### config.mk
export PLATFORM = sky130hd
export DESIGN_NAME = add_seq_ctrl
export DESIGN_NICKNAME = d
export VERILOG_FILES = /design/src/rtl/add_seq_pkg.sv /design/src/rtl/add_seq_stall_cnt.sv /design/src/rtl/add_seq_ctrl.sv
export SDC_FILE = /design/constraint.sdc
export NUM_CORES = 1
export LEC_CHECK = 0
export BUFFER_PORTS_ARGS = -buffer_cell sky130_fd_sc_hd__buf_2
export CORE_ASPECT_RATIO = 1.2
export CORE_MARGIN = 1
export CORE_UTILIZATION = 39
export CTS_CLUSTER_SIZE = 30
export DETAILED_ROUTE_END_ITERATION = 8
export PLACE_DENSITY = 0.75
export SETUP_SLACK_MARGIN = 0.2
export SKIP_LAST_GASP = 1
export SYNTH_ARGS = -nofsm -noshare
export SYNTH_HDL_FRONTEND = slang
export SYNTH_SLANG_ARGS = --single-unit
### constraint.sdc
create_clock -name clk -period 1.5 [get_ports clk]
set_input_delay 0.075 -clock clk [delete_from_list [all_inputs] [get_ports clk]]
set_output_delay 0.075 -clock clk [all_outputs]
set_load 0.005 [all_outputs]
### src/rtl/add_seq_pkg.sv
// Shared types and constants for the polynomial-adder sequencer.
// Optional stall counter in add_seq_ctrl is enabled by defining ADD_SEQ_PERF_EN.
package add_seq_pkg;

  typedef enum logic [1:0] {
    IDLE = 2'd0,
    PASS = 2'd1,
    DONE = 2'd2
  } state_e;

  localparam int unsigned ADD_K      = 3;
  localparam int unsigned SEL_Y_E2   = 0;
  localparam int unsigned SEL_U_BASE = 1;
  localparam int unsigned SEL_V      = ADD_K + 1;
  localparam int unsigned STALL_W    = 16;

endpackage

### src/rtl/add_seq_stall_cnt.sv
// Saturating stall counter with synchronous clear; clear wins over increment.
module add_seq_stall_cnt
  import add_seq_pkg::*;
#(
  parameter int unsigned W = STALL_W
) (
  input  logic         clk,
  input  logic         rst_n,
  input  logic         clr,
  input  logic         inc,
  output logic [W-1:0] cnt
);

  logic [W-1:0] cnt_q;
  logic [W-1:0] cnt_d;

  // next count: clear, saturating increment, or hold
  always_comb begin
    cnt_d = cnt_q;
    if (clr) begin
      cnt_d = '0;
    end else if (inc && (cnt_q != {W{1'b1}})) begin
      cnt_d = cnt_q + {{(W-1){1'b0}}, 1'b1};
    end else begin
      cnt_d = cnt_q;
    end
  end

  // count register
  always_ff @(posedge clk or negedge rst_n) begin
    if (!rst_n) begin
      cnt_q <= '0;
    end else begin
      cnt_q <= cnt_d;
    end
  end

  assign cnt = cnt_q;

endmodule

### src/rtl/add_seq_ctrl.sv
// Sequencer stepping the shared adder array through K+2 passes (temp, u[0..K-1], v).
// Define ADD_SEQ_PERF_EN to build the stall_cnt counter; otherwise stall_cnt is tied to zero.
module add_seq_ctrl
  import add_seq_pkg::*;
#(
  parameter int unsigned K     = ADD_K,
  parameter int unsigned SEL_W = 3
) (
  input  logic               clk,
  input  logic               rst_n,
  input  logic               start,
  input  logic               abort,
  input  logic [K+1:0]       op_rdy,
  output logic [SEL_W-1:0]   sel,
  output logic               cap_tmp,
  output logic [K-1:0]       cap_u,
  output logic               cap_v,
  output logic               busy,
  output logic               done,
  output logic               err_busy,
  output logic [STALL_W-1:0] stall_cnt
);

  localparam logic [SEL_W-1:0] SEL_FIRST = SEL_W'(SEL_Y_E2);
  localparam logic [SEL_W-1:0] SEL_LAST  = SEL_W'(K + 1);

  state_e           state_q, state_d;
  logic [SEL_W-1:0] idx_q, idx_d;
  logic             err_busy_q, err_busy_d;
  logic             rdy_s;
  logic             fire_s;

  // operand-ready for the current pass only; out-of-range idx reads as not ready
  always_comb begin
    rdy_s = 1'b0;
    for (int i = 0; i < int'(K) + 2; i++) begin
      rdy_s = rdy_s | ((idx_q == SEL_W'(i)) & op_rdy[i]);
    end
  end

  // next state, pass index and status outputs
  always_comb begin
    state_d    = state_q;
    idx_d      = idx_q;
    err_busy_d = 1'b0;
    fire_s     = 1'b0;
    sel        = SEL_FIRST;
    busy       = 1'b0;
    done       = 1'b0;
    case (state_q)
      IDLE: begin
        if (start && !abort) begin
          state_d = PASS;
          idx_d   = SEL_FIRST;
        end else begin
          state_d = IDLE;
        end
      end
      PASS: begin
        busy       = 1'b1;
        sel        = idx_q;
        err_busy_d = start;
        // abort outranks a ready operand: nothing is captured this cycle
        if (abort) begin
          state_d = IDLE;
          idx_d   = SEL_FIRST;
        end else if (rdy_s) begin
          fire_s = 1'b1;
          if (idx_q == SEL_LAST) begin
            state_d = DONE;
            idx_d   = SEL_FIRST;
          end else begin
            idx_d = idx_q + {{(SEL_W-1){1'b0}}, 1'b1};
          end
        end else begin
          idx_d = idx_q;
        end
      end
      DONE: begin
        busy       = 1'b1;
        done       = !abort;
        err_busy_d = start;
        state_d    = IDLE;
        idx_d      = SEL_FIRST;
      end
      default: begin
        state_d = IDLE;
        idx_d   = SEL_FIRST;
      end
    endcase
  end

  // one-hot capture strobe decode; datapath captures on the same edge
  always_comb begin
    cap_tmp = fire_s & (idx_q == SEL_FIRST);
    cap_v   = fire_s & (idx_q == SEL_LAST);
    cap_u   = '0;
    for (int i = 0; i < int'(K); i++) begin
      cap_u[i] = fire_s & (idx_q == SEL_W'(SEL_U_BASE + i));
    end
  end

  // state, pass index and err_busy registers
  always_ff @(posedge clk or negedge rst_n) begin
    if (!rst_n) begin
      state_q    <= IDLE;
      idx_q      <= '0;
      err_busy_q <= 1'b0;
    end else begin
      state_q    <= state_d;
      idx_q      <= idx_d;
      err_busy_q <= err_busy_d;
    end
  end

  assign err_busy = err_busy_q;

`ifdef ADD_SEQ_PERF_EN
  logic stall_inc_s;
  logic stall_clr_s;

  assign stall_inc_s = (state_q == PASS) && !rdy_s;
  assign stall_clr_s = (state_q == IDLE) && start && !abort;

  add_seq_stall_cnt #(
    .W(STALL_W)
  ) u_stall_cnt (
    .clk  (clk),
    .rst_n(rst_n),
    .clr  (stall_clr_s),
    .inc  (stall_inc_s),
    .cnt  (stall_cnt)
  );
`else
  assign stall_cnt = '0;
`endif

endmodule

* Word level (Yosys, flattened, before mapping)
Index checks and enable logic that the tools add are counted.
** Storage, ports and cells
- Flip-flop bits (word level) :: 6
- Bits of input ports :: 9
- Output and inout port bits :: 27
- Word-level logic and storage cells :: 51
** Cells by class
- $add $sub $neg :: 1
- Equality and inequality tests :: 9
- Muxes and demuxes :: 17
- Bitwise gates (word level) :: 14
- Reductions and logical operators :: 7
** Operators with widths (count)
- 3-bit two-way mux :: 5
- 1-bit AND :: 10
- 1-bit two-way mux :: 7
- 3-bit by 2-bit equality test with 1-bit output, second input constant :: 2
- 2-bit two-way mux :: 3
- 3-bit != test, second input constant :: 2
- 3-bit case mux with 2 select lines :: 1
- 1-bit bitwise OR :: 4
- 2-bit case mux with 2 select lines :: 1
- 2-bit AND reduction :: 2
- 3-bit by 1-bit adder with 3-bit output, second input constant :: 1
- 3-bit by 1-bit equality test with 1-bit output, second input constant :: 1
- 3-bit equality test, second input constant :: 1
- 3-bit logical NOT :: 1
- 2-bit by 1-bit equality test with 1-bit output, second input constant :: 1
- 2-bit equality test, second input constant :: 1
- 2-bit logical NOT :: 1
- 2-bit != test, second input constant :: 1
- 2-bit OR reduction :: 1
- 1-bit logical AND :: 1
- 1-bit logical NOT :: 1

* Logic depth before layout (Yosys ltp)
- Depth in word-level cells :: 10
- Depth in mapped cells :: 7
- Gate-level depth less buffers :: 6

* Worst setup path after synthesis
Ideal clock, no wire load.
- Kind :: register -> register
- Start point :: register idx_q[2]
- End point :: register state_q[0]
- Library setup time :: 0.079 ns
- Data arrival time :: 1.500 ns
- Data required time :: 1.421 ns
- Setup slack :: -0.079 ns
- Cell stages (with the launch flop) :: 8
- Path buffers :: 1
- Period minus slack after synthesis :: 1.579 ns
- Cells stage by stage :: dfrtp_1 > buf_2 > inv_1 > ha_1 > nand2_1 > o2111ai_2 > a31oi_1 > mux2i_1
** On the way
- Cells in the longest elaborated chain, start to end :: 8
- Elaborated cells on any way between the ends :: 17
- Those cells by class :: 6 x eq/ne; 9 x bitwise; 2 x reduce/logical
** Ends and longest elaborated chain
- start, declared :: line add_seq_ctrl.sv:28 : logic [SEL_W-1:0] idx_q, idx_d;
- start signal, assigned :: line add_seq_ctrl.sv:111 : idx_q <= idx_d;
- 3-bit by 1-bit equality test with 1-bit output / 3-bit logical NOT (equally long branches) :: line add_seq_ctrl.sv:37 : rdy_s = rdy_s | ((idx_q == SEL_W'(i)) & op_rdy[i]);
- 1-bit AND :: line add_seq_ctrl.sv:37
- 1-bit bitwise OR (4 in series) :: line add_seq_ctrl.sv:37
- 3-bit != test (no source line)
- 2-bit AND reduction (no source line) *
- end signal, assigned :: line add_seq_ctrl.sv:110 : state_q <= state_d;
- end, declared :: line add_seq_ctrl.sv:27 : state_e state_q, state_d;
Every way passes the cells marked *; elsewhere a longest branch is shown, timed or not.
A chain may end at the register's enable or synchronous reset.

* Final worst setup path
- Start point :: register idx_q[0]
- End point :: output port cap_u[1]
** On the way
- Cells in the longest elaborated chain, start to end :: 10
- Elaborated cells on any way between the ends :: 18
- Those cells by class :: 4 x eq/ne; 3 x mux; 10 x bitwise; 1 x reduce/logical
** Ends and longest elaborated chain
- 3-bit by 1-bit equality test with 1-bit output / 3-bit logical NOT (equally long branches) :: line add_seq_ctrl.sv:37
- 1-bit AND :: line add_seq_ctrl.sv:37
- 1-bit bitwise OR (4 in series) :: line add_seq_ctrl.sv:37
- 1-bit two-way mux :: line add_seq_ctrl.sv:67 : end else if (rdy_s) begin
- 1-bit two-way mux :: line add_seq_ctrl.sv:64 : if (abort) begin
- 1-bit two-way mux :: line add_seq_ctrl.sv:50 : case (state_q)
- 1-bit AND * :: line add_seq_ctrl.sv:99 : cap_u[i] = fire_s & (idx_q == SEL_W'(SEL_U_BASE + i));
- end, declared :: line add_seq_ctrl.sv:16 : output logic [K-1:0] cap_u,
Marks and branches as above.

==> flow_summary_export.csv <==
group,metric,value,unit
pwr,leakagePower,0.5034,nW
pwr,pwr-share-seq,35.4,%
detailed_routing,vias,619,
pwr,p_int,0.0003363,W
status,violations,"negative setup slack",
floorplan,die_height,47.13,µm
floorplan,rows,15,
global_routing,grt_max_degree,10,
layout,syn2layout_area_growth,51.42,%
floorplan,ios,36,
detailed_routing,ant_nets,0,
place,dp_slack,-0.08383,ns
sta,finalHoldViolCount,0,
sta,setup_viol,8,
cts,clockRootBuffer,"clkbuf_4",
pwr,p_per_area,490.7,nW/µm²
floorplan,core,1501,µm²
cts,clk_pin_slew_worst_paths,0.05,ns
cts,worstSkewPairLatency,0.26,ns
cts,htreeDepth,1,
place,dp_cells,120,
floorplan,initial_core_util,44.08,%
logic_synthesis,synth_area_leader_cell,"dfrtp_1",
worst_setup_path,crit_path_start_kind,"register",
detailed_routing,route.detailed.drc,0,
layout,nets,134,
sta,fin_skew,0.003835,ns
sta,rsz0062_at_grt,"true",
global_routing,antenna_found_initial,0,
detailed_routing,avgRoutedWirePerCell,12.17,µm
pwr,clkPwrFrac,33.1,%
worst_setup_path,cp.arrival,1.65,ns
cts,clock_path_buffers,2,
worst_setup_path,critPathKind,"reg -> out",
job,drv_cap,0,
layout,drive_above_1_share,53.04,%
status,run_status,"complete, but fails checks",
worst_setup_path,crit_buf_inv,2,
logic_synthesis,synth.area.top_cells,"dfrtp_1 23%, buf_4 18%, ha_1 15%",
global_routing,grtUsageMet3,2.844,%
cts,cts_tree,"yes",
worst_setup_path,path_cells,"inv_2 > ha_4 > nand3b_1 > o2111ai_4 > nand2b_4 > nor3b_2 > buf_2",
place,place_congestion,0.8473,
floorplan,dieArea,1866,µm²
detailed_routing,drt_iter0_drc,14,
place,portBuffers,19,
detailed_routing,routed_wirelength,1.607,mm
detailed_routing,via_per_inst,4.689,
logic_synthesis,ys_seq_area_share,22.68,%
global_routing,grt-busiest-layer,"met2",
global_routing,grt.overflow.total,0,
place,hpwl,1.120,mm
worst_setup_path,worstPathRequired,1.42,ns
global_routing,use_met2,36.72,%
pwr,p_comb_share,31.4,%
logic_synthesis,syn_area,661.9,µm²
layout,instances_no_fill,132,
worst_setup_path,worstSetupEndpointType,"primary output",
logic_synthesis,synth.avg_cell_area,8.486,µm²
worst_setup_path,critPathTopFamily,"simple AND/OR/NAND/NOR gates",
hold_path,holdCritStartpoint,"start",
logic_synthesis,synth_seq_cells,6,
sta,fmax,579.8,MHz
sta,finalCritPeriodShare,115.0,%
floorplan,die_w,39.61,µm
worst_setup_path,reg2reg_from,"idx_q[1]$_DFFE_PN0P_",
global_routing,grt_pass1_wl,2.304,mm
worst_setup_path,crit_start,"idx_q[0]$_DFFE_PN0P_",
global_routing,grtUsageMet1,18.77,%
pwr,vdd_drop_max,0.3568,mV
cts,cts.sinks,6,
sta,finalCriticalPeriod,1.725,ns
cts,cts_buffers,3,
logic_synthesis,synth_top_area_share,22.68,%
sta,finalWorstSetupSlack,-0.2248,ns
worst_setup_path,cp_max_fo,7,
layout,n_antenna_cell,0,
detailed_routing,drt_first_pass_iters,4,
global_routing,grt_util_all_layers,19.05,%
global_routing,grt_pass1_vias,551,
worst_setup_path,cpPeakStageDelay,0.42,ns
logic_synthesis,ys.warnings.count,0,
pwr,switching_share,31.63,%
pwr,p_sw,0.0001555,W
logic_synthesis,netlist-cell-type-count,27,
sta,drv_slew,0,
hold_path,min_path_type,"in -> reg",
logic_synthesis,netlist_instances,78,
worst_setup_path,cp_slowest_cell,"dfrtp_2",
==> flip-flops by register name, summed over array words and instances, names as in the netlist <==
name and cells:
state_q 2, err_busy 1, idx_q 3
==> power by group through the flow <==
stage                     Combinational [W]  Sequential, W  Clock (W)
final                              0.000155       0.000174   0.000163
after global routing               0.000172       0.000175   0.000163
after CTS                          0.000137       0.000174   0.000162
after detailed placement           0.000118       0.000175          0
after global placement             0.000114       0.000175          0
after floorplan                   0.0000998       0.000175          0
==> worst register-to-register path: cells and delay by family, from the launching register on <==
kind / cells / cell delay (ns)
AND/OR/NAND/NOR: 1 / 0.15
multiplexers: 1 / 0.21
flip-flops: 1 / 0.44
buffers and inverters: 2 / 0.34
adder cells (fa/ha/maj): 1 / 0.15
AO/OA/AOI/OAI: 2 / 0.32
==> layout make-up <==
type                            instances  area, µm²
Clock buffer                            3      22.52
Inverter                                9      36.28
Multi-Input combinational cell         61      525.5
Fill cell                             134      499.2
Timing Repair Buffer                   36      242.7
Tap cell                               17      21.27
Sequential cell                         6      153.9
==> placed cells by master (no fill, tap or decap), types with 2 or more instances in the layout <==
| master | n |
|---|---|
| dfrtp_2 | 3 |
| clkbuf_4 | 3 |
| buf_4 | 13 |
| mux2i_1 | 2 |
| inv_1 | 4 |
| nand2b_1 | 2 |
| inv_2 | 4 |
| nor2_1 | 3 |
| conb_1 | 16 |
| buf_6 | 4 |
| and2_1 | 4 |
| dfrtp_1 | 3 |
| nand3b_1 | 3 |
| nor3b_2 | 2 |
| buf_2 | 18 |
| ha_4 | 6 |
| nand2_1 | 3 |
| nand3_1 | 2 |
==> logic make-up (layout without fill, tap and decap cells) <==
group,Yosys count,after routing,share of synthesized area [%]
compound gates,11,11,12.47
fa+ha+maj,8,8,15.12
buf+inv,26,48,24.01
flops,6,6,22.68
mux,2,2,3.025
other cells,1,16,0.5666
simple gates,24,24,22.12
==> path summary, 6_finish.rpt <==
path	to	slack, ns	cells past startpoint
max	cap_u[1]	-0.22	7
min	err_busy$_DFF_PN0_	0.07	2
max reg2reg	state_q[0]$_DFFE_PN0P_	-0.18	7
min reg2reg	idx_q[1]$_DFFE_PN0P_	0.67	2
max in group asynchronous	idx_q[1]$_DFFE_PN0P_	1.15	2
min in group asynchronous	state_q[1]$_DFFE_PN0P_	0.18	2
==> per-stage QoR <==
stage | hold WS, ns | cell area, µm² | setup TNS [ns] | utilization, % | total power [W]
2_1_floorplan | -0.2206 | 778.2 | 0 | - | 0.0002750
3_3_place_gp | -0.09258 | 823.3 | -0.07063 | 54.83 | 0.0002892
3_5_place_dp | -0.08538 | 823.3 | -0.1653 | 54.83 | 0.0002932
4_1_cts | 0.07362 | 933.4 | -1.149 | 62.17 | 0.0004724
5_1_grt | 0.09103 | 1002 | -1.941 | 66.75 | 0.0005097
6_report | 0.06644 | 1002 | -1.370 | 66.75 | 0.0004918
==> what timing repair did <==
| item | CTS | global route |
|---|---|---|
| gates resized for setup | 9 | 9 |
| hold buffers | 1 | 0 |
| setup endpoints to repair | 13 | 14 |
| pin swaps | 4 | 6 |
| endpoints found under the hold margin | 6 | 0 |
| buffers inserted | 5 | 3 |
==> metal layers <==
| layer | part of all wire, % | vias up | wire length, µm |
|---|---|---|---|
| met2 | 53 | 35 | 857 |
| met5 | 0 | - | 0 |
| met3 | 6.0 | 7 | 96 |
| met4 | 3.5 | 0 | 57 |
| li1 | - | 304 | - |
| met1 | 37 | 273 | 596 |
==> synthesized netlist by cell type (all sizes together) <==
| library cell | number |
|---|---|
| a21boi | 1 |
| a21oi | 1 |
| a22o | 1 |
| a31oi | 2 |
| and2 | 4 |
| buf | 17 |
| conb | 1 |
| dfrtp | 6 |
| ha | 8 |
| inv | 9 |
| mux2i | 2 |
| nand2 | 4 |
| nand2b | 3 |
| nand3 | 2 |
| nand3b | 3 |
| nor2 | 3 |
| nor2b | 1 |
| nor3 | 2 |
| nor3b | 2 |
| o2111ai | 1 |
| o21ai | 2 |
| o22ai | 1 |
| o2bb2ai | 1 |
| o31a | 1 |
Note: power is estimated with default switching activity, not from simulation.
